<file path="src/rtl/lif_core_param.sv">
// rtl/lif_core_param.sv - parametrised leaky integrate-and-fire neuron core with run-time weight RAM
module lif_core_param #(
  parameter int NEURONS = 10,
  parameter int PRESYN  = 10,
  parameter int W       = 16,
  parameter int FRAC    = 14,
  parameter int REFR_W  = 4
) (
  input  logic                       clk_i,
  input  logic                       rst_i,
  input  logic                       en_core,
  input  logic                       spk_valid_i,
  input  logic [$clog2(PRESYN)-1:0]  spk_idx_i,
  output logic                       spk_ready_o,
  input  logic                       step_valid_i,
  output logic                       step_ready_o,
  input  logic                       wgt_we_i,
  input  logic [$clog2(PRESYN)-1:0]  wgt_pre_i,
  input  logic [$clog2(NEURONS)-1:0] wgt_post_i,
  input  logic signed [W-1:0]        wgt_data_i,
  input  logic signed [W-1:0]        thresh_i,
  input  logic [3:0]                 leak_shift_i,
  input  logic                       reset_sub_i,
  input  logic [REFR_W-1:0]          refrac_i,
  output logic                       out_valid_o,
  output logic [$clog2(NEURONS)-1:0] out_idx_o,
  input  logic                       out_ready_i,
  output logic                       busy_o,
  output logic [15:0]                timestep_o
);

  localparam int NI = $clog2(NEURONS);
  localparam int PI = $clog2(PRESYN);
  localparam logic [NI-1:0] LAST_N = NI'(NEURONS - 1);

  // FRAC only names the Q format; add, subtract and arithmetic shift do not depend on it.
  if (FRAC < 0 || FRAC >= W) begin : g_frac_out_of_range
  end

  typedef enum logic [1:0] {IDLE, INTEG, FIRE} state_t;

  state_t              state_q, state_d;
  logic [NI-1:0]       n_q, n_d;
  logic [PI-1:0]       pre_q, pre_d;
  logic signed [W-1:0] v_q [NEURONS];
  logic signed [W-1:0] v_d [NEURONS];
  logic [REFR_W-1:0]   refr_q [NEURONS];
  logic [REFR_W-1:0]   refr_d [NEURONS];
  logic signed [W-1:0] wgt_q [PRESYN][NEURONS];
  logic signed [W-1:0] wgt_d [PRESYN][NEURONS];
  logic                out_valid_q, out_valid_d;
  logic [NI-1:0]       out_idx_q, out_idx_d;
  logic [15:0]         ts_q, ts_d;

  logic signed [W-1:0] v_cur, w_cur, leak_sh, leaked, v_sum, v_sub;
  logic [REFR_W-1:0]   refr_cur;
  logic                fire, out_free, advance;

  // Clamp a one-bit-wider result back into the W-bit signed range
  function automatic logic signed [W-1:0] sat(input logic signed [W:0] x);
    if (x[W] != x[W-1]) begin
      sat = x[W] ? {1'b1, {(W-1){1'b0}}} : {1'b0, {(W-1){1'b1}}};
    end else begin
      sat = x[W-1:0];
    end
  endfunction

  assign v_cur    = v_q[n_q];
  assign w_cur    = wgt_q[pre_q][n_q];
  assign refr_cur = refr_q[n_q];
  // Leak moves v toward zero, so v - (v >>> s) cannot overflow
  assign leak_sh  = v_cur >>> leak_shift_i;
  assign leaked   = (leak_shift_i == 4'd0) ? v_cur : v_cur - leak_sh;
  assign v_sum    = sat({v_cur[W-1], v_cur} + {w_cur[W-1], w_cur});
  assign v_sub    = sat({leaked[W-1], leaked} - {thresh_i[W-1], thresh_i});
  assign fire     = (refr_cur == '0) && (leaked >= thresh_i);
  assign out_free = !out_valid_q || out_ready_i;

  assign spk_ready_o  = (state_q == IDLE) && en_core && !rst_i;
  assign step_ready_o = (state_q == IDLE) && en_core && !spk_valid_i && !rst_i;
  assign busy_o       = (state_q != IDLE);
  assign out_valid_o  = out_valid_q;
  assign out_idx_o    = out_idx_q;
  assign timestep_o   = ts_q;

  // Next-state: request acceptance, per-neuron integrate/fire walk, output register
  always_comb begin
    state_d     = state_q;
    n_d         = n_q;
    pre_d       = pre_q;
    v_d         = v_q;
    refr_d      = refr_q;
    wgt_d       = wgt_q;
    out_valid_d = out_valid_q;
    out_idx_d   = out_idx_q;
    ts_d        = ts_q;
    advance     = 1'b0;

    // Consumer handshake drains the register in any state; a same-cycle fire reloads it below
    if (out_valid_q && out_ready_i) out_valid_d = 1'b0;

    case (state_q)
      IDLE: begin
        if (wgt_we_i) wgt_d[wgt_pre_i][wgt_post_i] = wgt_data_i;
        if (en_core && spk_valid_i) begin
          pre_d   = spk_idx_i;
          n_d     = '0;
          state_d = INTEG;
        end else if (en_core && step_valid_i) begin
          n_d     = '0;
          state_d = FIRE;
        end
      end
      INTEG: begin
        if (refr_cur == '0) v_d[n_q] = v_sum;
        if (n_q == LAST_N) begin
          n_d     = '0;
          state_d = IDLE;
        end else begin
          n_d = n_q + 1'b1;
        end
      end
      FIRE: begin
        if (refr_cur != '0) begin
          refr_d[n_q] = refr_cur - 1'b1;
          v_d[n_q]    = leaked;
          advance     = 1'b1;
        end else if (fire) begin
          // A fire waits for room in the output register; neuron state stays put while stalled
          if (out_free) begin
            v_d[n_q]    = reset_sub_i ? v_sub : '0;
            refr_d[n_q] = refrac_i;
            out_valid_d = 1'b1;
            out_idx_d   = n_q;
            advance     = 1'b1;
          end
        end else begin
          v_d[n_q] = leaked;
          advance  = 1'b1;
        end
        if (advance) begin
          if (n_q == LAST_N) begin
            n_d     = '0;
            ts_d    = ts_q + 16'd1;
            state_d = IDLE;
          end else begin
            n_d = n_q + 1'b1;
          end
        end
      end
      default: state_d = IDLE;
    endcase
  end

  // State, neuron array and weight RAM registers; reset clears everything at once
  always_ff @(posedge clk_i or posedge rst_i) begin
    if (rst_i) begin
      state_q     <= IDLE;
      n_q         <= '0;
      pre_q       <= '0;
      out_valid_q <= 1'b0;
      out_idx_q   <= '0;
      ts_q        <= '0;
      for (int i = 0; i < NEURONS; i++) begin
        v_q[i]    <= '0;
        refr_q[i] <= '0;
      end
      for (int p = 0; p < PRESYN; p++) begin
        for (int j = 0; j < NEURONS; j++) begin
          wgt_q[p][j] <= '0;
        end
      end
    end else begin
      state_q     <= state_d;
      n_q         <= n_d;
      pre_q       <= pre_d;
      out_valid_q <= out_valid_d;
      out_idx_q   <= out_idx_d;
      ts_q        <= ts_d;
      v_q         <= v_d;
      refr_q      <= refr_d;
      wgt_q       <= wgt_d;
    end
  end

endmodule
</file>
<file path="config.mk">
export PLATFORM = sky130hd
export DESIGN_NAME = lif_core_param
export DESIGN_NICKNAME = d
export VERILOG_FILES = /design/src/rtl/lif_core_param.sv
export SDC_FILE = /design/constraint.sdc
export NUM_CORES = 2
export LEC_CHECK = 0
export CORE_AREA = 10 10 385 387
export CTS_CLUSTER_SIZE = 30
export DETAILED_ROUTE_END_ITERATION = 10
export DIE_AREA = 0 0 395 397
export PLACE_DENSITY = 0.79
export SLEW_MARGIN = 20
export SYNTH_ARGS = -nofsm -noshare
export SYNTH_HDL_FRONTEND = slang
export SYNTH_SLANG_ARGS = --single-unit
export TNS_END_PERCENT = 100
</file>
<file path="constraint.sdc">
create_clock -name clk_i -period 197.4 [get_ports clk_i]
set_input_delay 39.48 -clock clk_i [delete_from_list [all_inputs] [get_ports clk_i]]
set_output_delay 39.48 -clock clk_i [all_outputs]
set_load 0.01 [all_outputs]
</file>
==> impl_metrics.env <==
export IMPL_status="finished, final reports clean"
export IMPL_hpwlAfterDp_um=145000
export IMPL_synthCells=6339
export IMPL_yosysSeqAreaShare_pct=52.3
export IMPL_power_density_mw_per_mm2=13.0
export IMPL_min_period_ps=80310
export IMPL_die_width_um=395
export IMPL_design_die_area_mm2=0.157
export IMPL_viasPerCell=6.74
export IMPL_fmax_mhz=12.5
export IMPL_grt_max_degree=178
export IMPL_critPathMostFrequentCell="clkdlybuf4s50_1"
export IMPL_cts_resized=0
export IMPL_fillers=9518
export IMPL_avgSynthCellArea_um2=13.8
export IMPL_netlist_top_cells_count="dfrtp_1 (1,831), mux2_2 (1,741), mux4_2 (384)"
export IMPL_rows=138
export IMPL_first_pass_iters=6
export IMPL_hp_class="reg -> reg"
export IMPL_insertion_delay_ps=840
export IMPL_postCtsSetupBuffers=0
export IMPL_arrival_ps=40830
export IMPL_cp_data_required_time_ps=157920
export IMPL_cp_max_fo=3
export IMPL_pin_count=84
export IMPL_maxCapViolations=0
export IMPL_cp_slowest_cell="clkdlybuf4s50_1"
export IMPL_finalHoldViolations=0
export IMPL_vias=55649
export IMPL_wl_um=233000
export IMPL_ir_worst_vdd_mv=0.0259
export IMPL_rsz0062_at_grt="false"
export IMPL_grt_pass1_wl_um=357000
export IMPL_cts_clk_slew_worst_paths_ps=60
export IMPL_fin_cells=8252
export IMPL_synth_cell_types=87
export IMPL_power_mw=1.25
export IMPL_fin_nets=6331
export IMPL_drive_gt1_share_pct=41.6
export IMPL_cts_made_buffers=181
export IMPL_synth_most_common_cell="dfrtp_1"
export IMPL_leakage_nw=45.5
export IMPL_drc=0
export IMPL_worst_slew_pin_slew_ps=1240
export IMPL_synth_top_area_share_pct=52.3
export IMPL_min_period_over_period_pct=40.7
export IMPL_ys_warn_count=0
export IMPL_cts_max_level=4
export IMPL_portBuffers=83
export IMPL_start_kind="primary input"
export IMPL_gr_total_overflow=0
export IMPL_synth_area_mm2=0.0877
export IMPL_synthArstFlopShare_pct=100
export IMPL_synth_net_count=6459
export IMPL_avgRoutedWirePerCell_um=28.2
export IMPL_clock_sinks=1831
export IMPL_fin_skew_ps=29.5
export IMPL_cp_end_kind="output port"
export IMPL_ys_seq_elements=1831
export IMPL_finalMaxSlewViolations=0
export IMPL_hold_buffers=0
export IMPL_design_area_mm2=0.0961
export IMPL_dp_cells=7918
export IMPL_synth_top_cell_by_area="dfrtp_1"
export IMPL_path_delay_family="buffers and inverters"
export IMPL_grt_pass1_vias=57175
export IMPL_die_h_um=397
export IMPL_core_area_mm2=0.141
export IMPL_clockBufferDepth=3
export IMPL_setup_violations=0
export IMPL_dpl_instance_area_mm2=0.0899
export IMPL_drtIter0Drc=5634
export IMPL_tns_ps=0
export IMPL_crit_type="in -> out"
export IMPL_r2r_slack_ps=187060
export IMPL_area_growth_pct=9.57
export IMPL_grt_util_all_layers_pct=29.5
export IMPL_cts_root_buffer="clkbuf_16"
export IMPL_cts_tree="done"
export IMPL_cp_num_buf_inv=2
export IMPL_globalplace_congestion=0.949
export IMPL_start_util_pct=62.4
export IMPL_synthTopCellsByArea="dfrtp_1 (52%), mux2_2 (22%), mux4_2 (9.9%)"
export IMPL_cpPeakStageDelay_ps=570
export IMPL_synthFlopType="dfrtp_1"
export IMPL_ant_nets=0
export IMPL_antenna_found_initial=9
export IMPL_synth_enable_flop_cells=0
export IMPL_cp_cell_sequence="clkdlybuf4s50_1, nor3_1, clkdlybuf4s50_1"
export IMPL_slew_headroom_pct=16.7
metal layers:
metal	part of all wire, %	track usage [%]
met5	0.023	0
met1	41	40.9
met2	47	45.3
met3	8.1	6.44
met4	4.4	12.5
through the flow:
| stage | hold WS (ps) | util [%] | worst slack [ps] |
|---|---|---|---|
| 2_1_floorplan | 445 | - | 106220 |
| 3_3_place_gp | 457 | 64.0 | 117080 |
| 3_5_place_dp | 466 | 64.0 | 117080 |
| 4_1_cts | 479 | 68.3 | 117080 |
| 5_1_grt | 500 | 68.4 | 117000 |
| 6_report | 471 | 68.4 | 117090 |
cells in the final DEF, fill, tap and decap left out, drive strengths merged, types with 67 or more instances in the layout:
cell type      netlist  routed
mux2              1742    1742
nand2              309     309
clkdlybuf4s50        0      67
dfrtp             1831    1831
o21ai              218     218
nor2               264     264
mux2i              152     152
mux4               384     384
a21oi              179     179
buf                151     156
clkbuf             383     277
sequential cells by signal, indices dropped and copies added, names as in the netlist:
name and cells:
v_q 160, n_q 4, out_valid_o 1, state_q 2
pre_q 4, refr_q 40, timestep_o 16, out_idx_o 4
wgt_q 1600
final timing paths:
check	start	end	cells past startpoint
setup / recovery	rst_i	step_ready_o	3
hold / removal	timestep_o[15]	timestep_o[15]	1
setup reg to reg	n_q[3]	v_q[44]	31
hold reg to reg	timestep_o[15]	timestep_o[15]	1
max in group asynchronous	rst_i	wgt_q[464]	6
min in group asynchronous	rst_i	refr_q[9]	2
cells by family after synthesis:
logic type	Yosys count	share of synthesized area [%]
buf+inv	582	2.68
xor+xnor	52	0.519
simple gates	762	3.74
flops	1831	52.3
compound gates	774	5.95
mux	2278	34.0
fa+ha+maj	60	0.882
worst reg2reg max path: cells and delay by family, from the launching register on:
| kind | cells | cell delay (ps) |
|---|---|---|
| AND/OR/NAND/NOR | 10 | 3360 |
| flip-flops | 1 | 330 |
| buffers and inverters | 4 | 1200 |
| XOR/XNOR | 1 | 170 |
| adder cells (fa/ha/maj) | 3 | 1010 |
| multiplexers | 3 | 730 |
| AO/OA/AOI/OAI | 10 | 3400 |
power by group:
group | total (mW) | internal, mW | switching (mW)
Sequential | 0.430 | 0.408 | 0.0220
Combinational | 0.469 | 0.173 | 0.296
Clock | 0.350 | 0.202 | 0.149
Total | 1.25 | 0.783 | 0.467
cell type report:
| cell class | count | area (um2) | area share [%] |
|---|---|---|---|
| Timing Repair Buffer | 223 | 1950 | 2.03 |
| Antenna cell | 5 | 12.5 | 0.0130 |
| Inverter | 48 | 195 | 0.203 |
| Sequential cell | 1831 | 45800 | 47.7 |
| Clock inverter | 52 | 626 | 0.651 |
| Multi-Input combinational cell | 3926 | 39600 | 41.2 |
| Tap cell | 1890 | 2360 | 2.46 |
| Clock buffer | 277 | 5460 | 5.69 |
(Power assumes the default switching activity.)
